### src/rtl/ps2_pkg.sv
// ps2_pkg: state encodings, command and response bytes shared by the PS/2 mouse responder.
package ps2_pkg;
  typedef enum logic [5:0] {
    ST_POWERUP  = 6'b000001,
    ST_SEND_BAT = 6'b000010,
    ST_SEND_ID  = 6'b000100,
    ST_READY    = 6'b001000,
    ST_SEND_ACK = 6'b010000,
    ST_SEND_PKT = 6'b100000
  } state_t;
  localparam logic [7:0] CMD_RESET      = 8'hFF;
  localparam logic [7:0] CMD_EN_STREAM  = 8'hF4;
  localparam logic [7:0] CMD_DIS_STREAM = 8'hF5;
  localparam logic [7:0] RSP_ACK        = 8'hFA;
  localparam logic [7:0] RSP_RESEND     = 8'hFE;
  localparam logic [7:0] RSP_BAT_OK     = 8'hAA;
  function automatic logic [7:0] rsp_of(input logic [7:0] c);
    return (c == CMD_RESET || c == CMD_EN_STREAM || c == CMD_DIS_STREAM) ? RSP_ACK : RSP_RESEND;
  endfunction
endpackage

### src/rtl/ps2_pwrup_timer.sv
// ps2_pwrup_timer: power-up delay counter; expire is high while running with the count at zero.
module ps2_pwrup_timer #(
  parameter int unsigned CYCLES = 25_000_000
) (
  input  logic clk_sys,
  input  logic rst_n,
  input  logic load,
  input  logic run,
  output logic expire
);
  localparam int unsigned W = (CYCLES > 1) ? $clog2(CYCLES) : 1;
  logic [W-1:0] cnt_q, cnt_d;
  assign expire = run && cnt_q == '0;
  assign cnt_d = load ? W'(CYCLES - 1) : (run && cnt_q != '0) ? cnt_q - W'(1) : cnt_q;
  always_ff @(posedge clk_sys) begin
    if (!rst_n) cnt_q <= W'(CYCLES - 1);
    else cnt_q <= cnt_d;
  end
endmodule

### src/rtl/ps2_mouse_responder.sv
// ps2_mouse_responder: device-side PS/2 mouse emulator; acks host commands and streams 3-byte packets.
// Define PS2_RESP_BAT_EN to send the AA/DEV_ID self-test after power-up and after an FF reset command.
module ps2_mouse_responder
  import ps2_pkg::*;
#(
  parameter int unsigned POWERUP_CYCLES = 25_000_000,
  parameter logic [7:0]  DEV_ID         = 8'h00
) (
  input  logic        clk_sys,
  input  logic        rst_n,
  input  logic        cmd_vld,
  input  logic [7:0]  cmd_data,
  output logic        tx_en,
  output logic [7:0]  tx_data,
  input  logic        tx_done,
  input  logic        mv_vld,
  input  logic [23:0] mv_data,
  output logic        mv_rdy,
  output logic        stream_en,
  output logic [5:0]  state
);
`ifdef PS2_RESP_BAT_EN
  localparam bit BAT_EN = 1'b1;
`else
  localparam bit BAT_EN = 1'b0;
`endif
  state_t      state_q, state_d;
  logic        go_q, go_d, busy_q, busy_d, tx_en_q, tx_en_d;
  logic        stream_en_q, stream_en_d, pend_vld_q, pend_vld_d;
  logic [7:0]  tx_data_q, tx_data_d, cmd_q, cmd_d, pend_q, pend_d, pc;
  logic [23:0] pkt_q, pkt_d;
  logic [1:0]  idx_q, idx_d;
  logic        expire, sending, done, pv, accept, fire;
  ps2_pwrup_timer #(.CYCLES(POWERUP_CYCLES)) u_timer (
    .clk_sys(clk_sys),
    .rst_n  (rst_n),
    .load   (state_q != ST_POWERUP),
    .run    (state_q == ST_POWERUP),
    .expire (expire)
  );
  assign sending   = !(state_q inside {ST_POWERUP, ST_READY});
  assign done      = tx_done && busy_q;
  // A command arriving with tx_done is treated as already pending for that tx_done.
  assign pv        = pend_vld_q || (cmd_vld && sending);
  assign pc        = (cmd_vld && sending) ? cmd_data : pend_q;
  assign mv_rdy    = state_q == ST_READY && stream_en_q && !cmd_vld && !pend_vld_q;
  assign accept    = mv_vld && mv_rdy;
  assign tx_en     = tx_en_q;
  assign tx_data   = tx_data_q;
  assign stream_en = stream_en_q;
  assign state     = state_q;
  always_comb begin
    state_d     = state_q;
    go_d        = 1'b0;
    idx_d       = idx_q;
    cmd_d       = cmd_q;
    pkt_d       = pkt_q;
    stream_en_d = stream_en_q;
    pend_vld_d  = pv;
    pend_d      = pc;
    fire        = go_q;
    case (state_q)
      ST_POWERUP: if (expire) begin
        state_d = BAT_EN ? ST_SEND_BAT : ST_READY;
        go_d    = BAT_EN;
      end
      ST_READY: if (cmd_vld || pend_vld_q) begin
        state_d    = ST_SEND_ACK;
        go_d       = 1'b1;
        cmd_d      = cmd_vld ? cmd_data : pend_q;
        pend_vld_d = 1'b0;
      end else if (accept) begin
        state_d = ST_SEND_PKT;
        go_d    = 1'b1;
        idx_d   = 2'd0;
        pkt_d   = mv_data;
      end
      default: if (done) begin
        if (state_q == ST_SEND_ACK)
          stream_en_d = cmd_q == CMD_EN_STREAM ? 1'b1 :
                        (cmd_q == CMD_RESET || cmd_q == CMD_DIS_STREAM) ? 1'b0 : stream_en_q;
        fire = 1'b1;
        if (pv) begin
          state_d    = ST_SEND_ACK;
          cmd_d      = pc;
          pend_vld_d = 1'b0;
        end else if (BAT_EN && state_q == ST_SEND_ACK && cmd_q == CMD_RESET) state_d = ST_SEND_BAT;
        else if (state_q == ST_SEND_BAT) state_d = ST_SEND_ID;
        else if (state_q == ST_SEND_PKT && idx_q != 2'd2) idx_d = idx_q + 2'd1;
        else begin
          state_d = ST_READY;
          fire    = 1'b0;
        end
      end
    endcase
    tx_en_d   = fire;
    tx_data_d = !fire ? tx_data_q :
                state_d == ST_SEND_BAT ? RSP_BAT_OK :
                state_d == ST_SEND_ID  ? DEV_ID :
                state_d == ST_SEND_ACK ? rsp_of(cmd_d) : pkt_d[{idx_d, 3'b000} +: 8];
    busy_d    = fire || (busy_q && !done);
  end
  always_ff @(posedge clk_sys) begin
    if (!rst_n) begin
      state_q     <= ST_POWERUP;
      go_q        <= 1'b0;
      busy_q      <= 1'b0;
      tx_en_q     <= 1'b0;
      tx_data_q   <= '0;
      stream_en_q <= 1'b0;
      pend_vld_q  <= 1'b0;
      pend_q      <= '0;
      cmd_q       <= '0;
      pkt_q       <= '0;
      idx_q       <= '0;
    end else begin
      state_q     <= state_d;
      go_q        <= go_d;
      busy_q      <= busy_d;
      tx_en_q     <= tx_en_d;
      tx_data_q   <= tx_data_d;
      stream_en_q <= stream_en_d;
      pend_vld_q  <= pend_vld_d;
      pend_q      <= pend_d;
      cmd_q       <= cmd_d;
      pkt_q       <= pkt_d;
      idx_q       <= idx_d;
    end
  end
endmodule

### config.mk
export PLATFORM = sky130hd
export DESIGN_NAME = ps2_mouse_responder
export DESIGN_NICKNAME = d
export VERILOG_FILES = /design/src/rtl/ps2_pkg.sv /design/src/rtl/ps2_pwrup_timer.sv /design/src/rtl/ps2_mouse_responder.sv
export SDC_FILE = /design/constraint.sdc
export NUM_CORES = 1
export LEC_CHECK = 0
export CORE_ASPECT_RATIO = 0.7
export CORE_MARGIN = 3
export CORE_UTILIZATION = 35
export CTS_BUF_LIST = sky130_fd_sc_hd__clkbuf_8
export CTS_CLUSTER_SIZE = 14
export DETAILED_ROUTE_END_ITERATION = 12
export PLACE_DENSITY = 0.57
export SKIP_LAST_GASP = 1
export SLEW_MARGIN = 20
export SYNTH_ARGS = -nofsm -noshare
export SYNTH_HDL_FRONTEND = slang
export SYNTH_SLANG_ARGS = --single-unit
### constraint.sdc
create_clock -name clk_sys -period 2.7 [get_ports clk_sys]
set_input_delay 0.675 -clock clk_sys [delete_from_list [all_inputs] [get_ports clk_sys]]
set_output_delay 0.675 -clock clk_sys [all_outputs]
set_load 0.02 [all_outputs]
Yosys cells after proc, flatten, opt, wreduce, memory -nomap -nowiden
Cells that the tools add are included.
- reduce and logical (&&, ||, !) cells: 28
- mux-type cells: 40
- $add $sub $neg: 2
- equality and inequality tests: 16
- bitwise operators: 2
- shift-type cells: 1
- operators by type and width (cell ; number):
    $mux 24 ; 3
    $mux 8 ; 8
    $eq 8x8->1 const B ; 6
    $mux 6 ; 7
    $logic_not 25->1 ; 1
    $reduce_bool 25->1 ; 1
    $sub 25x1->25 const B ; 1
    $shiftx 24x6->8 ; 1
    $pmux 8 s2 ; 1
    $eq 6x2->1 const B ; 2
    $eq 6x5->1 const B ; 2
    $mux 2 ; 6
    $pmux 6 s2 ; 1
    $mux 1 ; 11
    $logic_and 1x1->1 ; 10
    $eq 6x1->1 const B ; 1
    $eq 6x3->1 const B ; 1
    $eq 6x4->1 const B ; 1
    $eq 6x6->1 const B ; 1
    $logic_or 1x1->1 ; 6
    $ne 6x1->1 const B ; 1
    $logic_not 1->1 ; 4
    $pmux 2 s2 ; 1
    $reduce_and 4->1 ; 1
    8 further kinds ; 11
- flip-flop bits (word level): 86
- output and inout port bits: 17
- bits of input ports: 37
- logic and storage cells: 101

Depth between registers and ports, before layout
- word-level depth: 15
- gate-level depth with buffers: 10
- depth with buffers taken out: 9

By module
From an unflattened synthesis, not the netlist that was laid out.
- cells, all modules: 535
- area, all modules: 4405.5 sq um
- by module, submodules not included (module ; area an instance (sq um) ; instances ; seq. area each (sq um) ; cells an instance):
    ps2_mouse_responder ; 3126.7 ; 1 ; 1221.2 ; 390
    ps2_pwrup_timer ; 1278.7 ; 1 ; 500.5 ; 145

Worst setup path after synthesis
OpenSTA, ideal clock, no wires.
- kind: input -> register
- from: in cmd_vld
- to: reg tx_data_q[3], in the netlist tx_data[3]
- data required time: 2.561 ns
- setup slack: -0.160 ns
- path buffers: 2
- data arrival time: 2.721 ns
- setup time: 0.139 ns
- cell stages on the path: 9
- cell sequence: clkbuf_1 or4b_1 or3_1 buf_2 and3_4 a22oi_4 inv_2 a222oi_1 a211oi_1
- word-level cells in the longest chain between the ends: 11
- elaborated cells between the ends (all ways): 30
- classes of those cells: eq/ne (3); shift (1); mux (19); reduce/logical (7)
- RTL lines (element ; RTL line ; source):
    start: declaration ; ps2_mouse_responder.sv:11 ; input logic cmd_vld,
    $logic_not 1->1 ; ps2_mouse_responder.sv:46 ; assign mv_rdy = state_q == ST_READY && stream_en_q && !cmd_vld && !pend_vld_q;
    $logic_and 1x1->1 (2 in series) ; ps2_mouse_responder.sv:46 ;
    $logic_and 1x1->1 ; ps2_mouse_responder.sv:47 ; assign accept = mv_vld && mv_rdy;
    $mux 2, or another cell as far along ; ps2_mouse_responder.sv:72 ; end else if (accept) begin
    $mux 2, or another cell as far along ; ps2_mouse_responder.sv:67 ; ST_READY: if (cmd_vld || pend_vld_q) begin
    $pmux 2 s2, or another cell as far along ; ps2_mouse_responder.sv:62 ; case (state_q)
    $shiftx 24x6->8 / $eq 6x5->1 (equally long branches) ; ps2_mouse_responder.sv:100 ; state_d == ST_SEND_ACK ? rsp_of(cmd_d) : pkt_d[{idx_d, 3'b000} +: 8];
    $mux 8 ; ps2_mouse_responder.sv:100 ;
    $mux 8 ; ps2_mouse_responder.sv:99 ; state_d == ST_SEND_ID ? DEV_ID :
    $mux 8 ; ps2_mouse_responder.sv:98 ; state_d == ST_SEND_BAT ? RSP_BAT_OK :
    end signal: assignment ; ps2_mouse_responder.sv:121 ; tx_data_q <= tx_data_d;
    end: declaration ; ps2_mouse_responder.sv:30 ; logic [7:0] tx_data_q, tx_data_d, cmd_q, cmd_d, pend_q, pend_d, pc;
Parallel ways exist; a longest one is shown, timed or not.
A chain may end at the register's enable or synchronous reset.

Final worst setup path
Ends and elaborated chain as after synthesis.

==> impl_metrics.env <==
export IMPL_path_max_fanout=4
export IMPL_placement_io_buffers=53
export IMPL_p_per_area_nw_per_um2=412.9
export IMPL_r2r_slack_ns=0.12
export IMPL_postSynthCellCount=542
export IMPL_syn_area_per_cell_sq_um=8.004
export IMPL_grt_start_max_net_pins=31
export IMPL_ir_drop_mv=0.2493
export IMPL_hold_class="register to register"
export IMPL_reg2reg_from="idx_q[0]"
export IMPL_cts_buffers=9
export IMPL_drv_slew=0
export IMPL_ant_nets=0
export IMPL_synth_edff_count=0
export IMPL_die_area_sq_um=13790
export IMPL_drt_drc_violations_left=0
export IMPL_avgViaCountPerCell=5.375
export IMPL_cts_tree="done"
export IMPL_final_setup_worst_slack_ns=0.07545
export IMPL_status="complete, no violations"
export IMPL_diodes=0
export IMPL_finalSetupViolations=0
export IMPL_die_w_um=139.1
export IMPL_cp_arrival_ns=2.88
export IMPL_place_gp_congestion=0.8969
export IMPL_grt_total_usage=0.1939
export IMPL_async_flop_share=0
export IMPL_nFillCells=1117
export IMPL_hold_buffers=0
export IMPL_instances_no_fill=821
export IMPL_setup_tns_ns=0
export IMPL_yosysUniqueCellTypes=68
export IMPL_dp_cells=803
export IMPL_antenna_found_initial=0
export IMPL_drtIter0Drc=324
export IMPL_drive_gt1_frac=0.2018
export IMPL_grt_pass1_wl_mm=21.69
export IMPL_mostFrequentLayoutCells="dfxtp_1, nand2_1, buf_4"
export IMPL_pwr_share_seq=0.531
export IMPL_cts_buffer_depth=2
export IMPL_routed_wirelength_mm=13.25
export IMPL_comb_power_share=0.100
export IMPL_finalClockSkew_ns=0.01015
export IMPL_final_hold_violation_count=0
export IMPL_p_total_mw=2.444
export IMPL_startpoint="cmd_vld"
export IMPL_clock_power_share=0.369
export IMPL_grt_remaining_overflow=0
export IMPL_power_leakage_nw=2.095
export IMPL_synthDominantCellAreaShare=0.3969
export IMPL_grt_pass1_vias=4184
export IMPL_worstMarginPinSlew_ns=0.6384
export IMPL_ys_seq_elements=86
export IMPL_top_usage_layer="met1"
export IMPL_syn2layout_area_growth_pct=36.46
export IMPL_rows=33
export IMPL_synth_seq_area_share=0.3969
export IMPL_syn_nets=582
export IMPL_period_needed_ns=2.625
export IMPL_io_pins=54
export IMPL_fin_util=0.4978
export IMPL_use_met1=0.2925
export IMPL_cts_max_level=3
export IMPL_critPathCaptureType="register"
export IMPL_die_h_um=99.15
export IMPL_synth_area_top_cells="dfxtp_1, nand2_1, a21oi_1, nor2_1, o21ai_0"
export IMPL_dr_pass1_iters=5
export IMPL_crit_type="primary input to register"
export IMPL_wl_per_cell_um=16.14
export IMPL_layout_nets=700
export IMPL_hpwlAfterDp_mm=9.796
export IMPL_cts_root_buf="clkbuf_8"
export IMPL_power_switching_mw=0.6209
export IMPL_min_from="pkt_q[7]"
export IMPL_relSlewSlack=0.5739
export IMPL_p_int_mw=1.823
export IMPL_yosysWarnings=0
export IMPL_grt_met2_usage=0.2824
export IMPL_vias=4413
export IMPL_path_clk_slew_ns=0.09
export IMPL_fmax_ghz=0.3810
export IMPL_grt_setup_unrepaired="true"
export IMPL_grt_use_met3=0.04037
export IMPL_yosysTopAreaCell="dfxtp_1"
export IMPL_start_util=0.3648
export IMPL_p_sw_frac=0.2541
export IMPL_insertion_delay_ns=0.37
export IMPL_finalCritPeriodShare=0.9721
export IMPL_syn_cell_area_sq_um=4338
export IMPL_drv_cap=0
export IMPL_startpoint_type="primary input"
export IMPL_ys_flop_type="dfxtp_1"
export IMPL_critPathRequiredTime_ns=2.95
export IMPL_clkSinkCount=86
export IMPL_post_place_ws_ns=-0.5825
export IMPL_layout_commonest_cell="dfxtp_1"
export IMPL_coreArea_sq_um=11890
## through the flow
stage | hold slack, ns | instance area (sq um)
6_report | 0.4587 | 5919
5_1_grt | 0.4784 | 5919
4_1_cts | 0.4606 | 5808
3_5_place_dp | 0.4480 | 5588
3_3_place_gp | 0.4404 | 5588
2_1_floorplan | 0.4317 | 4364
## power groups by stage
stage	registers, mW	logic [mW]	clock network, mW
5_1_grt	1.30	0.268	0.997
6_report	1.30	0.244	0.902
3_5_place_dp	1.33	0.238	0
4_1_cts	1.30	0.240	0.930
3_3_place_gp	1.33	0.234	0
2_1_floorplan	1.33	0.111	0
## layer usage
metal,routed length [um],vias to the layer above
met5,0,-
met4,145,0
met3,692,14
met2,5600,119
met1,6810,2090
li1,-,2190
## worst paths after layout
check / endpoint / cells past startpoint
max: tx_data[3] / 8
min: pkt_q[7] / 2
max reg2reg: tx_data[3] / 9
min reg2reg: pkt_q[7] / 2
## cell usage after synthesis (all sizes together), types with 7 or more instances
cell type	count
buf	11
a21oi	48
nor4	8
xnor2	13
dfxtp	86
clkbuf	14
or4	7
nor3	22
nor2	60
and2	11
mux2i	13
nand3	19
xor2	7
or3	7
inv	8
a211oi	11
o21ai	29
nand2	81
## registers in the layout (all words and copies together) (netlist names), 2 cells and up
register / count
u_timer.cnt_q: 25
pkt_q: 24
cmd_q: 8
pend_q: 8
tx_data: 8
state: 6
idx_q: 2
## kinds of logic (layout without fill, tap and decap cells)
family | count (synthesis) | count (layout) | synth area share
compound gates | 136 | 136 | 0.2045
buf+inv | 34 | 156 | 0.03115
flops | 86 | 86 | 0.3969
xor+xnor | 20 | 20 | 0.04038
fa+ha+maj | 3 | 3 | 0.008654
simple gates | 246 | 246 | 0.2772
mux | 17 | 17 | 0.04125
## layout make-up
type | instances | area [sq um] | share of cell area
clock buffer | 9 | 123.9 | 0.02093
inverter | 9 | 33.78 | 0.005707
multi-input combinational | 422 | 2610 | 0.4409
timing repair buffer | 132 | 1170 | 0.1976
sequential | 86 | 1722 | 0.2908
tap | 157 | 196.4 | 0.03319
clock inverter | 6 | 63.81 | 0.01078
## worst max-delay path: stages
cell	delay, ns
dlygate4sd2_1	0.26
or4b_4	0.53
or3_4	0.39
and3_4	0.21
a22oi_4	0.25
o22ai_2	0.13
a222oi_1	0.31
a211oi_1	0.12
## repair_timing
item                                    in CTS  in global routing
setup buffers                                1                  2
endpoints found under the setup margin      10                  9
pin swaps                                    7                  6
gates resized for setup                     12                 20
endpoints found under the hold margin        0                  0
Power figures use the tool's default switching activity.
